File: config.mk
export PLATFORM = sky130hd
export DESIGN_NAME = execute_block
export DESIGN_NICKNAME = d
export VERILOG_FILES = /design/src/rtl/execute_block_pkg.sv /design/src/rtl/execute_block_mul_seq.sv /design/src/rtl/execute_block.sv
export SDC_FILE = /design/constraint.sdc
export NUM_CORES = 1
export LEC_CHECK = 0
export ABC_AREA = 1
export CORE_MARGIN = 8
export CORE_UTILIZATION = 60
export DETAILED_ROUTE_END_ITERATION = 10
export DONT_BUFFER_PORTS = 1
export PLACE_DENSITY = 0.76
export SYNTH_ARGS = -nofsm -noshare
export SYNTH_HDL_FRONTEND = slang
export SYNTH_SLANG_ARGS = --single-unit
File: constraint.sdc
create_clock -name clk -period 5.9 [get_ports clk]
set_clock_uncertainty 0.05 [all_clocks]
set_input_delay 1.475 -clock clk [delete_from_list [all_inputs] [get_ports clk]]
set_output_delay 1.475 -clock clk [all_outputs]
set_load 0.01 [all_outputs]
File: src/rtl/execute_block_pkg.sv
// Shared definitions for the EX stage of the 16-bit MIPS pipeline:
// datapath defaults, ALU operation codes and multiplier FSM states.
package execute_block_pkg;

    localparam int DEF_WIDTH   = 16;
    localparam int DEF_RADDR_W = 3;

    // Codes 13-15 are reserved and produce a zero result.
    typedef enum logic [3:0] {
        ALU_ADD  = 4'd0,
        ALU_SUB  = 4'd1,
        ALU_AND  = 4'd2,
        ALU_OR   = 4'd3,
        ALU_XOR  = 4'd4,
        ALU_NOR  = 4'd5,
        ALU_SLL  = 4'd6,
        ALU_SRL  = 4'd7,
        ALU_SRA  = 4'd8,
        ALU_SLT  = 4'd9,
        ALU_LUI  = 4'd10,
        ALU_PASS = 4'd11,
        ALU_MUL  = 4'd12
    } alu_op_e;

    typedef enum logic [1:0] {
        MUL_IDLE = 2'd0,
        MUL_BUSY = 2'd1,
        MUL_DONE = 2'd2
    } mul_state_e;

endpackage

File: src/rtl/execute_block_mul_seq.sv
// Iterative shift-add multiplier producing the low WIDTH bits of A*B.
// One partial product per BUSY cycle, then a single DONE cycle in which
// the product is presented to the EX/DM register.
module execute_block_mul_seq
    import execute_block_pkg::*;
#(
    parameter int WIDTH = DEF_WIDTH
)
(
    input  logic             clk,
    input  logic             reset,
    input  logic             start,
    input  logic             flush,
    input  logic [WIDTH-1:0] op_a,
    input  logic [WIDTH-1:0] op_b,
    output logic             idle,
    output logic             busy,
    output logic             done,
    output logic [WIDTH-1:0] product
);

    localparam int CNT_W = $clog2(WIDTH);
    localparam logic [CNT_W-1:0] LAST_CNT = CNT_W'(WIDTH - 1);

    mul_state_e       state;
    mul_state_e       state_next;
    logic [WIDTH-1:0] mcand;
    logic [WIDTH-1:0] mplier;
    logic [WIDTH-1:0] acc;
    logic [CNT_W-1:0] cnt;
    logic             load;

    assign load = (state == MUL_IDLE) && start && !flush;

    // State register; reset drops any multiply in progress.
    always_ff @(posedge clk or negedge reset) begin
        if (!reset) state <= MUL_IDLE;
        else        state <= state_next;
    end

    // Next-state logic; flush always returns to IDLE.
    always_comb begin
        state_next = state;
        case (state)
            MUL_IDLE: if (load) state_next = MUL_BUSY;
            MUL_BUSY: begin
                if (flush)                state_next = MUL_IDLE;
                else if (cnt == LAST_CNT) state_next = MUL_DONE;
            end
            MUL_DONE: state_next = MUL_IDLE;
            default:  state_next = MUL_IDLE;
        endcase
    end

    // Operand latch on start, then one shift-add step per BUSY cycle.
    always_ff @(posedge clk or negedge reset) begin
        if (!reset) begin
            mcand  <= '0;
            mplier <= '0;
            acc    <= '0;
            cnt    <= '0;
        end else if (load) begin
            mcand  <= op_a;
            mplier <= op_b;
            acc    <= '0;
            cnt    <= '0;
        end else if (state == MUL_BUSY && !flush) begin
            acc    <= acc + (mplier[0] ? mcand : '0);
            mcand  <= mcand << 1;
            mplier <= mplier >> 1;
            cnt    <= cnt + 1'b1;
        end
    end

    assign idle    = (state == MUL_IDLE);
    assign busy    = (state == MUL_BUSY);
    assign done    = (state == MUL_DONE);
    assign product = acc;

endmodule

File: src/rtl/execute_block.sv
// EX stage: single-cycle ALU with flags, iterative MUL with upstream stall,
// and the EX/DM pipeline register feeding the data memory block.
module execute_block
    import execute_block_pkg::*;
#(
    parameter int WIDTH   = DEF_WIDTH,
    parameter int RADDR_W = DEF_RADDR_W
)
(
    input  logic               clk,
    input  logic               reset,
    input  logic               valid_id,
    input  logic [3:0]         alu_op_id,
    input  logic [WIDTH-1:0]   op_a_id,
    input  logic [WIDTH-1:0]   op_b_id,
    input  logic [WIDTH-1:0]   imm_id,
    input  logic               alu_src_id,
    input  logic [WIDTH-1:0]   st_data_id,
    input  logic               mem_rw_id,
    input  logic               mem_en_id,
    input  logic               mem_mux_sel_id,
    input  logic               reg_wr_id,
    input  logic [RADDR_W-1:0] rd_id,
    input  logic               flush,
    output logic [WIDTH-1:0]   ans_ex,
    output logic [WIDTH-1:0]   DM_data,
    output logic               mem_rw_ex,
    output logic               mem_en_ex,
    output logic               mem_mux_sel_ex,
    output logic               reg_wr_ex,
    output logic [RADDR_W-1:0] rd_ex,
    output logic               valid_ex,
    output logic               zero_ex,
    output logic               carry_ex,
    output logic               ovf_ex,
    output logic               stall
);

    localparam int SHAMT_W = $clog2(WIDTH);

    logic [WIDTH-1:0]   op_b_sel;
    logic [SHAMT_W-1:0] shamt;
    logic [WIDTH:0]     sum_ext;
    logic [WIDTH-1:0]   diff;
    logic [WIDTH-1:0]   alu_result;
    logic               alu_carry;
    logic               alu_ovf;
    logic               is_mul;
    logic               mul_idle;
    logic               mul_busy;
    logic               mul_done;
    logic [WIDTH-1:0]   mul_product;
    logic               take_mul;
    logic               take_alu;

    assign op_b_sel = alu_src_id ? imm_id : op_b_id;
    assign shamt    = op_b_sel[SHAMT_W-1:0];
    assign sum_ext  = {1'b0, op_a_id} + {1'b0, op_b_sel};
    assign diff     = op_a_id - op_b_sel;
    assign is_mul   = (alu_op_id == ALU_MUL);

    execute_block_mul_seq #(.WIDTH(WIDTH)) u_mul_seq (
        .clk     (clk),
        .reset   (reset),
        .start   (valid_id && is_mul),
        .flush   (flush),
        .op_a    (op_a_id),
        .op_b    (op_b_sel),
        .idle    (mul_idle),
        .busy    (mul_busy),
        .done    (mul_done),
        .product (mul_product)
    );

    // ID holds while a MUL is being accepted or iterating; never during reset.
    assign stall = reset && ((mul_idle && valid_id && is_mul) || mul_busy);

    // Flush kills whatever would have entered EX/DM this edge.
    assign take_mul = mul_done && !flush;
    assign take_alu = valid_id && !is_mul && mul_idle && !flush;

    // Single-cycle ALU result with carry/overflow for ADD and SUB only.
    always_comb begin
        alu_result = '0;
        alu_carry  = 1'b0;
        alu_ovf    = 1'b0;
        case (alu_op_id)
            ALU_ADD: begin
                alu_result = sum_ext[WIDTH-1:0];
                alu_carry  = sum_ext[WIDTH];
                alu_ovf    = (op_a_id[WIDTH-1] == op_b_sel[WIDTH-1]) &&
                             (sum_ext[WIDTH-1] != op_a_id[WIDTH-1]);
            end
            ALU_SUB: begin
                alu_result = diff;
                alu_carry  = (op_a_id >= op_b_sel);
                alu_ovf    = (op_a_id[WIDTH-1] != op_b_sel[WIDTH-1]) &&
                             (diff[WIDTH-1] != op_a_id[WIDTH-1]);
            end
            ALU_AND:  alu_result = op_a_id & op_b_sel;
            ALU_OR:   alu_result = op_a_id | op_b_sel;
            ALU_XOR:  alu_result = op_a_id ^ op_b_sel;
            ALU_NOR:  alu_result = ~(op_a_id | op_b_sel);
            ALU_SLL:  alu_result = op_a_id << shamt;
            ALU_SRL:  alu_result = op_a_id >> shamt;
            ALU_SRA:  alu_result = $unsigned($signed(op_a_id) >>> shamt);
            ALU_SLT:  alu_result = {{(WIDTH-1){1'b0}}, ($signed(op_a_id) < $signed(op_b_sel))};
            ALU_LUI:  alu_result = op_b_sel << 8;
            ALU_PASS: alu_result = op_a_id;
            default:  alu_result = '0;
        endcase
    end

    // EX/DM register: MUL product on DONE, ALU result on a plain op, else a bubble.
    always_ff @(posedge clk or negedge reset) begin
        if (!reset) begin
            ans_ex         <= '0;
            DM_data        <= '0;
            mem_rw_ex      <= 1'b0;
            mem_en_ex      <= 1'b0;
            mem_mux_sel_ex <= 1'b0;
            reg_wr_ex      <= 1'b0;
            rd_ex          <= '0;
            valid_ex       <= 1'b0;
            zero_ex        <= 1'b0;
            carry_ex       <= 1'b0;
            ovf_ex         <= 1'b0;
        end else if (take_mul) begin
            ans_ex         <= mul_product;
            DM_data        <= st_data_id;
            mem_rw_ex      <= mem_rw_id;
            mem_en_ex      <= mem_en_id;
            mem_mux_sel_ex <= mem_mux_sel_id;
            reg_wr_ex      <= reg_wr_id;
            rd_ex          <= rd_id;
            valid_ex       <= 1'b1;
            zero_ex        <= (mul_product == '0);
            carry_ex       <= 1'b0;
            ovf_ex         <= 1'b0;
        end else if (take_alu) begin
            ans_ex         <= alu_result;
            DM_data        <= st_data_id;
            mem_rw_ex      <= mem_rw_id;
            mem_en_ex      <= mem_en_id;
            mem_mux_sel_ex <= mem_mux_sel_id;
            reg_wr_ex      <= reg_wr_id;
            rd_ex          <= rd_id;
            valid_ex       <= 1'b1;
            zero_ex        <= (alu_result == '0);
            carry_ex       <= alu_carry;
            ovf_ex         <= alu_ovf;
        end else begin
            valid_ex       <= 1'b0;
            mem_rw_ex      <= 1'b0;
            mem_en_ex      <= 1'b0;
            reg_wr_ex      <= 1'b0;
        end
    end

endmodule
# Yosys cells after proc, flatten, opt, wreduce, memory -nomap -nowiden
# Cells that the tools add are included.
# word_totals
register_bits	97
inputBits	80
output_inout_bits	44
wordCells	112
# op_classes
n_reduce_logical	23
magnitude_cmp	2
addsub	4
n_shift	3
n_bitwise	4
muxes	39
eq_ne	21
# ops
op	n
$mux W16	12
$pmux W16 S12	1
$logic_not A16 Y1	2
$eq A4 B4 Y1 const B	6
$add A16 B16 Y17	1
$add A16 B16 Y16	1
$and A16 B16 Y16	1
$eq A4 B3 Y1 const B	4
$ge A16 B16 Y1	1
$lt A16 B16 Y1	1
$mux W1	16
$not A16 Y16	1
$or A16 B16 Y16	1
$shl A16 B4 Y16	1
$shr A16 B4 Y16	1
$sshr A16 B4 Y16	1
$sub A16 B16 Y16	1
$xor A16 B16 Y16	1
$logic_and A1 B1 Y1	13
$eq A4 B2 Y1 const B	2
$mux W4	2
$mux W2	3
$mux W3	2
$add A4 B1 Y4 const B	1
15 further kinds	20

# Depth between registers and ports, before layout
# depth
ltp_word	7
ltp_mapped	24
mapped_depth_nobuf	22

# Hierarchy
# A second synthesis with hierarchy kept.
# hier_totals
hier_cells	1705
area_unflattened_um2	10288.6
# by_module_without_submodules
module	area_each_um2	cells_per_inst	instances	seq_area_each_um2
execute_block	6900.4	1249	1	1076.0
execute_block_mul_seq	3388.2	456	1	1351.3

# Worst setup path before layout
# Ideal clock, no wire load.
# synth_path
kind	input port to flip-flop
from	input alu_src_id
to	register zero_ex
arrival_ps	3818
t_required_ps	5773
n_path_buf	3
setup_ps	77
slack_ps	1955
cell_stages	20
path_cell_list	buf_6 -> inv_8 -> buf_6 -> or2_2 -> o21ai_0 -> ha_1 -> buf_2 -> nand2_1 -> inv_1 -> a21oi_1 -> nor2_1 -> nor2_1 -> nand3_1 -> nand3_1 -> nand4_1 -> nor2_1 -> nand2_1 -> nor2_1 -> nand3_1 -> a21oi_1
# synth_between
elab_chain_cells	7
elab_cells_between_ends	15
classes_between	2 x add/sub; 1 x order compare; 3 x shift; 4 x mux; 4 x bitwise; 1 x reduce/logical
# synth_rtl
item	line	source
start: declaration	execute_block.sv:17	input logic alu_src_id,
$mux W16 *	execute_block.sv:56	assign op_b_sel = alu_src_id ? imm_id : op_b_id;
parallel branches: the longest is 2 deep, another holds $sub A16 B16 Y16	--	
$pmux W16 S12 *	execute_block.sv:87	case (alu_op_id)
$logic_not A16 Y1 *	execute_block.sv:149	zero_ex <= (alu_result == '0);
$mux W1 *	execute_block.sv:140	end else if (take_alu) begin
$mux W1 *	execute_block.sv:128	end else if (take_mul) begin
end signal: assignment	execute_block.sv:137	zero_ex <= (mul_product == '0);
end signal: assignment	execute_block.sv:149	
end: declaration	execute_block.sv:33	output logic zero_ex,
# Mark *: on every way between the ends. The select of a mux whose other input is x is not followed.
# A chain may end at the register's enable or synchronous reset.

# Worst setup path after layout
# layout_path
from	input alu_op_id[1]
to	output stall
# layout_between
elab_chain_cells	4
# layout_rtl
item	line	source
start: declaration	execute_block.sv:13	input logic [3:0] alu_op_id,
$eq A4 B4 Y1	execute_block.sv:60	assign is_mul = (alu_op_id == ALU_MUL);
$logic_and A1 B1 Y1	execute_block.sv:76	assign stall = reset && ((mul_idle && valid_id && is_mul) || mul_busy);
$logic_or A1 B1 Y1	execute_block.sv:76	
$logic_and A1 B1 Y1	execute_block.sv:76	
end: declaration	execute_block.sv:36	output logic stall
# No other way between the ends.

==> flow_summary_export.csv <==
group,metric,value,unit
clock_tree,numClockSinks,97,
synthesis,yosysWarnings,0,
sta,finalCritPeriodShare,0.7516,
run,max_cap_violations,0,
synthesis,synth_commonest_cells,"524 x nand2_1, 187 x nand3_1, 173 x inv_1",
power,ir_drop,222.7,uV
floorplanning,die_area,20550,um2
sta,fmax,225.5,MHz
power,power.total,0.002457,W
synthesis,synthXorXnorAreaFrac,0.007200,
sta,slew_headroom,0.1988,
hold_path,hp-class,"reg -> reg",
worst_setup_path,crit_path_start_kind,"input port",
routing,ant_nets,0,
routing,viasPerCell,6.217,
place,dp.cells,1710,
synthesis,yosys.area.top_type,"dfrtp_1",
sta,setup_viol,0,
grt,antenna_found_initial,0,
floorplanning,start_util,0.6126,
routing,met3_length,4900,um
grt,grt_pass1_wl,54500,um
finish,drive_gt1_frac,0.04636,
place,place_congestion,1.068,
sta,rsz0062_at_grt,"no",
worst_setup_path,path_max_fanout,6,
grt,overflow,0,
routing,top_layer_used,"met4",
synthesis,async_flop_share,1.000,
routing,drt_pass1_iterations,6,
worst_setup_path,r2r_slack,2.60,ns
clock_tree,root_buffer,"clkbuf_16",
clock_tree,post_cts_buffers,0,
clock_tree,htree_levels,3,
sta,slew_violations,0,
routing,wl_met1,14660,um
clock_tree,clock_latency,0.36,ns
finish,insertedDiodeCount,0,
synthesis,yosys-top-cells-area,"dfrtp_1 25%, nand2_1 20%, nand3_1 9.6%",
floorplanning,die_h,143.4,um
clock_tree,numCtsBuffers,9,
floorplanning,die_w,143.4,um
routing,wl_met2,14530,um
floorplanning,fp.coreArea,15890,um2
sta,tightest_slew,1.197,ns
finish,area_growth,3.188,%
status,status,"completed",
synthesis,synth_cell_types,51,
grt,grt_max_degree,99,
routing,wire_per_inst,20.79,um
synthesis,synth_top_family_by_area,"simple AND/OR/NAND/NOR gates",
clock_tree,clk_pin_slew,0.06,ns
synthesis,ys.flop_type,"dfrtp_1",
hold_path,hold_start,"u_mul_seq.cnt[3]",
synthesis,synth_edf_count,0,
sta,hold_viol,0,
worst_setup_path,path_class,"in -> out",
synthesis,synth_simple_gate_area_frac,0.3917,
power,p_leak,5.310,nW
routing,drtIter0Drc,1650,
worst_setup_path,startpoint,"alu_op_id[1]",
clock_tree,cts_tree,"yes",
routing,drcViolationCount,0,
finish,final_util,0.6322,
routing,num_vias,10730,
synthesis,ys_seq_area_frac,0.2494,
synthesis,synth_compound_area_frac,0.1488,
clock_tree,clockBufferDepth,2,
routing,routed_wl,35890,um
worst_setup_path,crit_required,4.38,ns
synthesis,syn_area,9732,um2
synthesis,synth.most_common_cell,"nand2_1",
synthesis,syn_avg_cell_area,6.311,um2
synthesis,ys_seq_elements,97,
synthesis,netlist_instances,1542,
synthesis,synth_top_area_frac,0.2494,
finish,finalNonFillerCells,1726,
synthesis,syn-num-nets,1696,
worst_setup_path,crit_arrival,2.91,ns
grt,first_global_vias,9630,
place,dp_hpwl,27860,um
synthesis,synth.mux.area_fraction,0,
sta,period_minus_slack,4.434,ns
sta,fin_setup_tns,0,ns
worst_setup_path,crit_path_end_kind,"output port",
power,power_density,244.7,nW/um2
clock_tree,ctsResizeCount,0,
place,io_buffers,0,
worst_setup_path,timing.rr.start,"u_mul_seq.mplier[0]",
synthesis,synth_fa_ha_area_frac,0.09745,
clock_tree,hold_buffers,0,
floorplanning,io_pins,124,
finish,finalNetCount,1659,
floorplanning,num_rows,46,
grt,grtUsageTotal,0.3465,
[layout by cell type, fill, tap and decap left out, types with 17 or more instances in the layout]
cell type	n
a21oi_1	66
dfrtp_1	97
ha_1	71
inv_1	173
nand2_1	524
nand3_1	187
nand4_1	18
nor2_1	103
o211ai_1	36
o21ai_0	63
o22ai_1	17
[state kept, by name (all words and copies together), names as in the netlist, 2 cells and up]
name / flops
DM_data: 16
ans_ex: 16
u_mul_seq.mcand: 16
u_mul_seq.mplier: 16
u_mul_seq.product: 16
u_mul_seq.cnt: 4
rd_ex: 3
u_mul_seq.state: 2
[critical path, stage by stage]
cell and delay, ns:
nor2_1 0.16, inv_1 0.09, nor3_1 0.61, inv_1 0.14, nor3_1 0.22, o21a_1 0.21
[power breakdown]
group / internal (W) / switching, W / leakage [nW]
Clock: 0.000293 / 0.000281 / 0.138
Sequential: 0.000812 / 0.000128 / 1.24
Combinational: 0.000302 / 0.000641 / 3.94
Total: 0.00141 / 0.00105 / 5.31
[kinds of logic (layout without fill, tap and decap cells)]
group	after synthesis	after routing
buffers and inverters	241	209
DFF	97	97
AOI/OAI and AO/OA	235	235
adders and majority gates	74	74
xor gates and xnor gates	8	8
and+or+nand+nor	887	887
[final timing paths]
check                                         to  cells after the start
setup / recovery                           stall                      6
hold / removal                  u_mul_seq.cnt[3]                      1
setup reg to reg           u_mul_seq.product[12]                     18
hold reg to reg                 u_mul_seq.cnt[3]                      1
max in group asynchronous   u_mul_seq.mplier[11]                      0
min in group asynchronous             DM_data[2]                      0
[per-stage QoR]
| stage | hold WS (ns) | cell area [um2] | worst slack [ns] |
|---|---|---|---|
| after floorplan | 0.3838 | 9732 | 1.955 |
| after global placement | 0.3973 | 9764 | 1.461 |
| after detailed placement | 0.4063 | 9764 | 1.440 |
| after CTS | 0.4127 | 10040 | 1.508 |
| after global routing | 0.4499 | 10040 | 1.225 |
| final | 0.4147 | 10040 | 1.466 |
[layout make-up]
class,count,area (um2)
sequential,97,2427
multi-input combinational,1204,6286
fill,1554,5843
timing repair buffer,11,82.58
clock buffer,10,229.0
inverter,182,698.2
clock inverter,6,48.80
tap,216,270.3
[per-layer routing]
| layer | track usage | vias up |
|---|---|---|
| met5 | 0 | - |
| met4 | 0.1743 | 0 |
| met3 | 0.09058 | 123 |
| met2 | 0.4893 | 730 |
| met1 | 0.4773 | 4883 |
| li1 | - | 4994 |
Note: power is estimated with default switching activity, not from simulation.
